[src/rtl/eeprom_pkg.sv]
// eeprom_pkg: shared state encoding and iic_com command codes for the EEPROM BIST sequencer
package eeprom_pkg;
  typedef enum logic [2:0] {IDLE, WR_REQ, WR_GAP, RD_REQ, CMP, DONE} state_t;
  localparam logic [1:0] IIC_IDLE = 2'b00;
  localparam logic [1:0] IIC_WR   = 2'b01;
  localparam logic [1:0] IIC_RD   = 2'b10;
endpackage

[src/rtl/eeprom_pat_gen.sv]
// eeprom_pat_gen: maps test index and pass phase to EEPROM address and expected data byte
// Ports: i_idx byte index in the pass, i_phase inverts data on odd passes,
//        o_addr wrapped word address, o_data pattern byte.
module eeprom_pat_gen #(
  parameter int ADDR_W    = 8,
  parameter int DATA_W    = 8,
  parameter int BASE_ADDR = 0,
  parameter int SEED      = 'h12
) (
  input  logic [ADDR_W-1:0] i_idx,
  input  logic              i_phase,
  output logic [ADDR_W-1:0] o_addr,
  output logic [DATA_W-1:0] o_data
);
  assign o_addr = ADDR_W'(BASE_ADDR) + i_idx;
  assign o_data = (DATA_W'(SEED) + DATA_W'(i_idx)) ^ {DATA_W{i_phase}};
endmodule

[src/rtl/eeprom_bist_seq.sv]
// eeprom_bist_seq: EEPROM write/read-back self-test sequencer driving iic_com via Start_Sig/Done_Sig
// Ports: w_clk_out1 clock, w_RST_n async active-low reset; i_start/i_loop test control;
//        o_start_sig/o_addr/o_wrdata/i_rddata/i_done iic_com handshake;
//        o_busy/o_pass/o_fail/o_timeout/o_err_cnt/o_first_err_addr/o_pass_cnt/o_led status.
module eeprom_bist_seq
  import eeprom_pkg::*;
#(
  parameter int ADDR_W         = 8,
  parameter int DATA_W         = 8,
  parameter int NUM_BYTES      = 16,
  parameter int BASE_ADDR      = 0,
  parameter int SEED           = 'h12,
  parameter int WR_GAP_CYCLES  = 250000,
  parameter int TIMEOUT_CYCLES = 1000000,
  parameter int ERR_W          = 8
) (
  input  logic              w_clk_out1,
  input  logic              w_RST_n,
  input  logic              i_start,
  input  logic              i_loop,
  output logic [1:0]        o_start_sig,
  output logic [ADDR_W-1:0] o_addr,
  output logic [DATA_W-1:0] o_wrdata,
  input  logic [DATA_W-1:0] i_rddata,
  input  logic              i_done,
  output logic              o_busy,
  output logic              o_pass,
  output logic              o_fail,
  output logic              o_timeout,
  output logic [ERR_W-1:0]  o_err_cnt,
  output logic [ADDR_W-1:0] o_first_err_addr,
  output logic [15:0]       o_pass_cnt,
  output logic [3:0]        o_led
);
  localparam int GAP_W = $clog2(WR_GAP_CYCLES + 1);
  localparam int TMO_W = $clog2(TIMEOUT_CYCLES + 1);
  localparam logic [ADDR_W-1:0] LAST = ADDR_W'(NUM_BYTES - 1);
  state_t state_q, state_d;
  logic [ADDR_W-1:0] idx_q, idx_d, addr_q, addr_d, first_q, first_d, pat_addr;
  logic [DATA_W-1:0] wrdata_q, wrdata_d, rd_q, rd_d, pat_data;
  logic [1:0] ss_q, ss_d;
  logic [GAP_W-1:0] gap_q, gap_d;
  logic [TMO_W-1:0] tmo_q, tmo_d;
  logic [ERR_W-1:0] err_q, err_d;
  logic [15:0] pcnt_q, pcnt_d;
  logic phase_q, phase_d, busy_q, busy_d, pass_q, pass_d, fail_q, fail_d, to_q, to_d;
  logic last, miss, expired;
  // Driven from next-state index/phase so o_addr/o_wrdata are registered and,
  // during CMP, still hold the address and expected byte of the read just done.
  eeprom_pat_gen #(
    .ADDR_W(ADDR_W), .DATA_W(DATA_W), .BASE_ADDR(BASE_ADDR), .SEED(SEED)
  ) u_pat (
    .i_idx(idx_d), .i_phase(phase_d), .o_addr(pat_addr), .o_data(pat_data)
  );
  always_comb begin
    state_d = state_q;
    idx_d   = idx_q;
    first_d = first_q;
    rd_d    = rd_q;
    gap_d   = gap_q;
    tmo_d   = tmo_q;
    err_d   = err_q;
    pcnt_d  = pcnt_q;
    phase_d = phase_q;
    pass_d  = pass_q;
    fail_d  = fail_q;
    to_d    = to_q;
    last    = idx_q == LAST;
    miss    = rd_q != wrdata_q;
    expired = tmo_q == TMO_W'(TIMEOUT_CYCLES - 1);
    case (state_q)
      IDLE: if (i_start) begin
        state_d = WR_REQ;
        idx_d   = '0;
        err_d   = '0;
        first_d = '0;
        pass_d  = 1'b0;
        fail_d  = 1'b0;
        to_d    = 1'b0;
      end
      WR_REQ, RD_REQ: if (i_done) begin
        state_d = state_q == WR_REQ ? WR_GAP : CMP;
        gap_d   = GAP_W'(WR_GAP_CYCLES - 1);
        rd_d    = i_rddata;
      end else if (expired) begin
        state_d = DONE;
        to_d    = 1'b1;
      end else tmo_d = tmo_q + TMO_W'(1);
      WR_GAP: if (gap_q == '0) begin
        state_d = last ? RD_REQ : WR_REQ;
        idx_d   = last ? '0 : idx_q + ADDR_W'(1);
      end else gap_d = gap_q - GAP_W'(1);
      CMP: begin
        if (miss) begin
          first_d = err_q == '0 ? addr_q : first_q;
          err_d   = &err_q ? err_q : err_q + ERR_W'(1);
        end
        state_d = last ? DONE : RD_REQ;
        idx_d   = last ? idx_q : idx_q + ADDR_W'(1);
      end
      DONE: begin
        pass_d  = err_q == '0 && !to_q;
        fail_d  = !pass_d;
        pcnt_d  = pcnt_q + 16'd1;
        phase_d = !phase_q;
        state_d = i_loop ? WR_REQ : IDLE;
        if (i_loop) begin
          idx_d   = '0;
          err_d   = '0;
          first_d = '0;
          to_d    = 1'b0;
        end
      end
      default: state_d = IDLE;
    endcase
    // Every state change restarts the per-request watchdog.
    tmo_d    = state_d == state_q ? tmo_d : '0;
    // Start is derived from the next state, so any exit from a request state
    // deasserts it for at least one cycle before the following request.
    ss_d     = state_d == WR_REQ ? IIC_WR : state_d == RD_REQ ? IIC_RD : IIC_IDLE;
    busy_d   = state_d != IDLE;
    addr_d   = pat_addr;
    wrdata_d = pat_data;
  end
  always_ff @(posedge w_clk_out1 or negedge w_RST_n)
    if (!w_RST_n) begin
      state_q  <= IDLE;
      idx_q    <= '0;
      addr_q   <= '0;
      wrdata_q <= '0;
      first_q  <= '0;
      rd_q     <= '0;
      ss_q     <= IIC_IDLE;
      gap_q    <= '0;
      tmo_q    <= '0;
      err_q    <= '0;
      pcnt_q   <= '0;
      phase_q  <= 1'b0;
      busy_q   <= 1'b0;
      pass_q   <= 1'b0;
      fail_q   <= 1'b0;
      to_q     <= 1'b0;
    end else begin
      state_q  <= state_d;
      idx_q    <= idx_d;
      addr_q   <= addr_d;
      wrdata_q <= wrdata_d;
      first_q  <= first_d;
      rd_q     <= rd_d;
      ss_q     <= ss_d;
      gap_q    <= gap_d;
      tmo_q    <= tmo_d;
      err_q    <= err_d;
      pcnt_q   <= pcnt_d;
      phase_q  <= phase_d;
      busy_q   <= busy_d;
      pass_q   <= pass_d;
      fail_q   <= fail_d;
      to_q     <= to_d;
    end
  assign o_start_sig      = ss_q;
  assign o_addr           = addr_q;
  assign o_wrdata         = wrdata_q;
  assign o_busy           = busy_q;
  assign o_pass           = pass_q;
  assign o_fail           = fail_q;
  assign o_timeout        = to_q;
  assign o_err_cnt        = err_q;
  assign o_first_err_addr = first_q;
  assign o_pass_cnt       = pcnt_q;
  assign o_led            = {busy_q, pass_q, fail_q, to_q};
endmodule

[config.mk]
export PLATFORM = sky130hd
export DESIGN_NAME = eeprom_bist_seq
export DESIGN_NICKNAME = d
export VERILOG_FILES = /design/src/rtl/eeprom_pkg.sv /design/src/rtl/eeprom_pat_gen.sv /design/src/rtl/eeprom_bist_seq.sv
export SDC_FILE = /design/constraint.sdc
export NUM_CORES = 1
export LEC_CHECK = 0
export ABC_AREA = 0
export CAP_MARGIN = 20
export CORE_MARGIN = 4
export CORE_UTILIZATION = 43
export DETAILED_ROUTE_END_ITERATION = 12
export GPL_TIMING_DRIVEN = 0
export PLACE_DENSITY_LB_ADDON = 0.08
export SETUP_SLACK_MARGIN = 0.4
export SYNTH_ARGS = -nofsm -noshare
export SYNTH_HDL_FRONTEND = slang
export SYNTH_SLANG_ARGS = --single-unit
[constraint.sdc]
create_clock -name w_clk_out1 -period 6.8 [get_ports w_clk_out1]
set_clock_uncertainty 0.05 [all_clocks]
set_input_delay 1.36 -clock w_clk_out1 [delete_from_list [all_inputs] [get_ports w_clk_out1]]
set_output_delay 1.36 -clock w_clk_out1 [all_outputs]
set_load 0.05 [all_outputs]
# Yosys cells after proc, flatten, opt, wreduce, memory -nomap -nowiden
# Cells that the tools add are included.
[word_totals]
mem_bits_rw = 0
reg_bits = 104
romBits = 0
memories = 0
output_inout_bits = 58
input_bits = 13
latchBits = 0
wordCells = 106
[op_classes]
div_mod_pow = 0
n_lt_le_gt_ge = 0
n_shift = 0
mul = 0
bitwise_logic = 1
reduce_logical = 21
n_mux = 40
n_eq_ne = 23
n_addsub = 6
[ops]
columns = ["op", "n"]
rows = [
  ["8-bit two-way mux", 11],
  ["20-bit two-way mux", 4],
  ["8-bit one-hot mux with 3 select lines", 2],
  ["18-bit two-way mux", 2],
  ["18-bit one-hot mux with 2 select lines", 1],
  ["8-bit one-hot mux with 4 select lines", 1],
  ["2-bit inequality test, second input constant", 11],
  ["20-bit by 1-bit adder with 20-bit output, second input constant", 1],
  ["20-bit equality test, second input constant", 1],
  ["18-bit zero test", 1],
  ["3-bit two-way mux", 6],
  ["18-bit by 1-bit subtractor with 18-bit output, second input constant", 1],
  ["16-bit by 1-bit adder with 16-bit output, second input constant", 1],
  ["8-bit by 1-bit adder with 8-bit output, second input constant", 2],
  ["3-bit one-hot mux with 5 select lines", 1],
  ["5-bit AND reduction", 3],
  ["3-bit by 2-bit equality test with 1-bit output, second input constant", 3],
  ["3-bit nonzero test", 3],
  ["5-bit by 8-bit adder with 8-bit output, first input constant", 1],
  ["8-bit by 4-bit equality test with 1-bit output, second input constant", 1],
  ["8-bit zero test", 1],
  ["8-bit inequality test", 1],
  ["8-bit AND reduction", 1],
  ["8-bit XOR", 1],
  ["other kinds (15)", 30],
]

# Depth between registers and ports, before layout
[logic_depth]
word_depth = 7
depth_mapped = 11
ltp_nobuf = 11

# By module
# A second synthesis with hierarchy kept.
[hier_totals]
cells_unflattened = 554
hier_area_um2 = 5591.6
[modules_own_cells]
columns = ["module", "instances", "seq_area_each_um2", "cells_each", "area_per_inst_um2"]
rows = [
  ["eeprom_bist_seq", 1, 2802.7, 526, 5347.6],
  ["eeprom_pat_gen", 1, 0.0, 28, 244.0],
]

# Worst setup path after synthesis
# Ideal clock, no wire load.
[synth_path]
kind = "input -> register"
start = "input i_start"
end = "register wrdata_q[7], in the netlist o_wrdata[7]"
setup_slack_ns = 3.979
required_time_ns = 6.627
n_path_buf = 0
cell_stages = 9
setup_ns = 0.123
arrival_ns = 2.648
path_cell_list = "o21ba_2 > o211a_1 > nand3_1 > o21ai_0 > nand2_1 > ha_1 > a21o_1 > nand3_1 > xnor2_1"
[synth_via]
elab_chain_len = 4
[synth_rtl]
columns = ["element", "line_no", "rtl"]
rows = [
  ["from (decl)", "eeprom_bist_seq.sv:19", "input logic i_start,"],
  ["8-bit two-way mux", "eeprom_bist_seq.sv:72", "IDLE: if (i_start) begin"],
  ["8-bit one-hot mux with 4 select lines", "eeprom_bist_seq.sv:71", "case (state_q)"],
  ["named net addr_d[1]", "eeprom_bist_seq.sv:39", "logic [ADDR_W-1:0] idx_q, idx_d, addr_q, addr_d, first_q, first_d, pat_addr;"],
  ["5-bit by 8-bit adder with 8-bit output", "eeprom_pat_gen.sv:16", "assign o_data = (DATA_W'(SEED) + DATA_W'(i_idx)) ^ {DATA_W{i_phase}};"],
  ["8-bit XOR", "eeprom_pat_gen.sv:16", ""],
  ["named net pat_data[7]", "eeprom_bist_seq.sv:40", "logic [DATA_W-1:0] wrdata_q, wrdata_d, rd_q, rd_d, pat_data;"],
  ["to (signal assigned)", "eeprom_bist_seq.sv:147", "wrdata_q <= wrdata_d;"],
  ["to (decl)", "eeprom_bist_seq.sv:40", ""],
]
# The timed path passes the listed nets, and every way through them passes these cells.
# A chain may end at the register's enable or synchronous reset.

# Worst setup path after layout
[layout_path]
start = "input i_done"
end = "register tmo_q[19]"
[layout_via]
elab_chain_len = 5
word_cells_on_any_way = 8
classes_between = "eq/ne: 4; mux: 3; reduce/logical: 1"
[layout_rtl]
columns = ["element", "line_no", "rtl"]
rows = [
  ["from (decl)", "eeprom_bist_seq.sv:25", "input logic i_done,"],
  ["3-bit two-way mux", "eeprom_bist_seq.sv:81", "WR_REQ, RD_REQ: if (i_done) begin"],
  ["3-bit one-hot mux with 5 select lines", "eeprom_bist_seq.sv:71", ""],
  ["3-bit equality test", "eeprom_bist_seq.sv:117", "tmo_d = state_d == state_q ? tmo_d : '0;"],
  ["2-bit by 1-bit inequality test with 1-bit output (no source line) or 2-bit inequality test (tied branches)", "n/a", ""],
  ["3-bit AND reduction (no source line)", "n/a", ""],
  ["to (signal assigned)", "eeprom_bist_seq.sv:152", "tmo_q <= tmo_d;"],
  ["to (decl)", "eeprom_bist_seq.sv:43", "logic [TMO_W-1:0] tmo_q, tmo_d;"],
]
# Several ways; a longest one is shown, not always the timed one.

==> results.md <==
- Hold slack: between 0.4 and 0.5 ns
- Fmax: 297 MHz
- Post-synth EDFFs: 0
- Synth Register Bits: around 100
- Die height: 117 µm
- IO Port Bufs: 70
- Gpl congestion: just under 0.8
- Hold Path Class: register to register
- Commonest cells after routing, fill and taps aside: dfrtp_1, nand2_1, clkdlybuf4s50_1
- Critical path class: input port to register
- Async SR Flop Fraction: 100%
- Ys Warns: 0
- Antenna Diode Count: 0
- Final setup violation count: 0
- Cells resized by post-CTS repair: 0
- Top_reg_cell synth: dfrtp_1
- Commonest non-fill, non-tap cell in the layout: dfrtp_1
- Hpwl dp: between 8000 and 9000 µm
- Core area: 11600 µm²
- Die Footprint: between 10000 and 15000 µm²
- Power Density: between 300 and 400 nW/µm²
- Critical Path Max Stage Delay: between 0.5 and 0.6 ns
- Post-CTS Hold Buffers: 0
- Worst setup EP type: register
- Post-layout min period: between 3 and 4 ns
- Run status: completed
- GRT Overall Usage: 17.4%
- Row cnt: 39
- CTS sink cnt: 104
- ANT nets after route: 0
- Synthesized Nets: between 500 and 600
- Worst ir drop on vdd: approximately 0.00017 V
- DR DRC count: 0
- Clock Latency Late Sink: approximately 0.35 ns
- Number of antenna violations at the first check in global routing: 0
- Via count: between 3000 and 4000
- Post-CTS setup repair buffer count: 0
- Total Neg Setup Slack: 0 ns
- Max-Cap Viols: 0
- TritonRoute pass-1 iters: 4
- Initial Util: between 40% and 50%
- IO Count: 71
- Vias in the first global route: around 3900
- Root buffer cell: clkbuf_16
- First-pass GRT wire length: ~19000 µm
- Total CTS buffers: 9
- Routed wire length: ~11000 µm
- Hold Violations, Final: 0
- Chip width: 117 µm
- Avg Vias per Cell: 5.18
- Fin nets: roughly 640
- Synthesized netlist cell count: 532
- Layout cells sized above 1: 5.50%
- H-tree depth: 3
- Crit start category: input port
- Synth-to-Final Area Change: 24.2%
- Post-synthesis sequential area ratio: between 50% and 60%
- Worst-path maximum fanout: 10
- Grt ovf: 0
- Distinct cells, synth: between 50 and 60
- Max-slew headroom: between 40 and 50%
- Syn Area/Cell: slightly below 10 µm²
- Synth Cell Area: about 5100 µm²
- Worst-path cell chain: clkdlybuf4s50_1 > nand2b_1 > a41oi_1 > clkbuf_1 > nand3_1 > nor2_1 > nand3_1 > xor2_1 > nor2_1
- Final cycle utilization of the critical path: 49.4%
- Worst Max-Slew Pin Slew: slightly above 0.8 ns
- Arrival @ worst endpoint: roughly 3.6 ns
- Worst Path Required: 7.03 ns
- Max-slew violations: 0
- WL/cell: between 10 and 15 µm
- CTS tree: built
- Lkg Pwr: 2.77 nW
- Longest Clk Path Bufs: 2
- RSZ-0062 raised after global routing: no
- Slowest cell on the critical path: clkdlybuf4s50_1
- Clk slew on worst S/H paths: ~0.06 ns
- Largest net degree at the start of global routing: between 50 and 60
- 1st-iter DRT viols: 230
## synthesized netlist by cell type (7+ instances only)
master	number	area, µm²
nor3_1	11	55.1
o21ai_0	16	80.1
dfrtp_1	104	2600
nor2b_1	7	43.8
inv_1	12	45.0
clkbuf_1	12	45.0
a21oi_1	16	80.1
xnor2_1	46	403
ha_1	8	100
xor2_1	26	228
and3_1	21	131
nand2_1	88	330
nand3_1	27	135
nor2_1	53	199
## layout make-up
class / count / area, µm²
Tap cell: 143 / 179
Fill cell: 1033 / 5190
Inverter: 12 / 45.0
Clock inverter: 3 / 90.1
Multi-Input combinational cell: 396 / 2390
Sequential cell: 104 / 2600
Buffer: 20 / 97.6
Timing Repair Buffer: 71 / 726
Clock buffer: 12 / 246
## worst max-delay path, delay by kind of cell
| kind | cells | cell delay [ns] |
|---|---|---|
| XOR/XNOR | 1 | 0.16 |
| AND/OR/NAND/NOR | 5 | 0.87 |
| buffers and inverters | 2 | 0.92 |
| AO/OA/AOI/OAI | 1 | 0.28 |
## metrics by stage
| stage | instance area [µm²] | power [mW] | instances | utilization, % | setup slack (ns) |
|---|---|---|---|---|---|
| finish | 6370 | 2.14 | 761 | 55.1 | 3.44 |
| global route | 6370 | 2.27 | 761 | 55.1 | 3.24 |
| CTS | 6370 | 2.16 | 761 | 55.1 | 3.39 |
| detailed placement | 6040 | 1.56 | 746 | 52.2 | 3.03 |
| global placement | 6010 | 1.55 | 745 | 52.0 | 0.339 |
| floorplan | 5130 | 1.33 | 532 | - | 3.98 |
## state kept, by name, summed over array words and instances (netlist names)
register / cells
o_fail: 1
o_wrdata: 8
rd_q: 8
o_timeout: 1
o_addr: 8
o_pass: 1
tmo_q: 20
o_first_err_addr: 8
o_err_cnt: 8
state_q: 3
o_busy: 1
o_pass_cnt: 16
phase_q: 1
gap_q: 18
o_start_sig: 2
## final timing paths
check / cells after the start / end / from / slack [ns]
worst max-delay path: 9 / tmo_q[19] / i_done / 3.44
worst min-delay path: 1 / o_pass_cnt[15] / o_pass_cnt[15] / 0.42
worst max register to register: 11 / o_wrdata[7] / gap_q[0] / 3.85
worst min register to register: 1 / o_pass_cnt[15] / o_pass_cnt[15] / 0.42
max in group asynchronous: 2 / tmo_q[18] / w_RST_n / 5.04
min in group asynchronous: 1 / o_first_err_addr[7] / w_RST_n / 0.97
## logic make-up after synthesis
| logic type | synth area share [%] |
|---|---|
| AND/OR/NAND/NOR | 23.4 |
| flip-flops | 50.7 |
| adder cells (fa/ha/maj) | 1.95 |
| XOR/XNOR | 12.3 |
| AO/OA/AOI/OAI | 8.46 |
| multiplexers | 0.390 |
| buffers and inverters | 2.78 |
## per-layer routing
layer	part of all wire (%)	vias up	track usage (%)
met2	47	64	27.4
met3	4.4	13	5.14
met1	47	1903	23.4
met4	1.3	0	5.35
met5	0	-	0
li1	-	1960	-
## where the power goes
group / internal (mW) / switching (mW)
clock network: 0.368 / 0.220
logic: 0.273 / 0.488
registers: 0.710 / 0.0784
total: 1.35 / 0.786
Note: power is estimated with default switching activity, not from simulation.
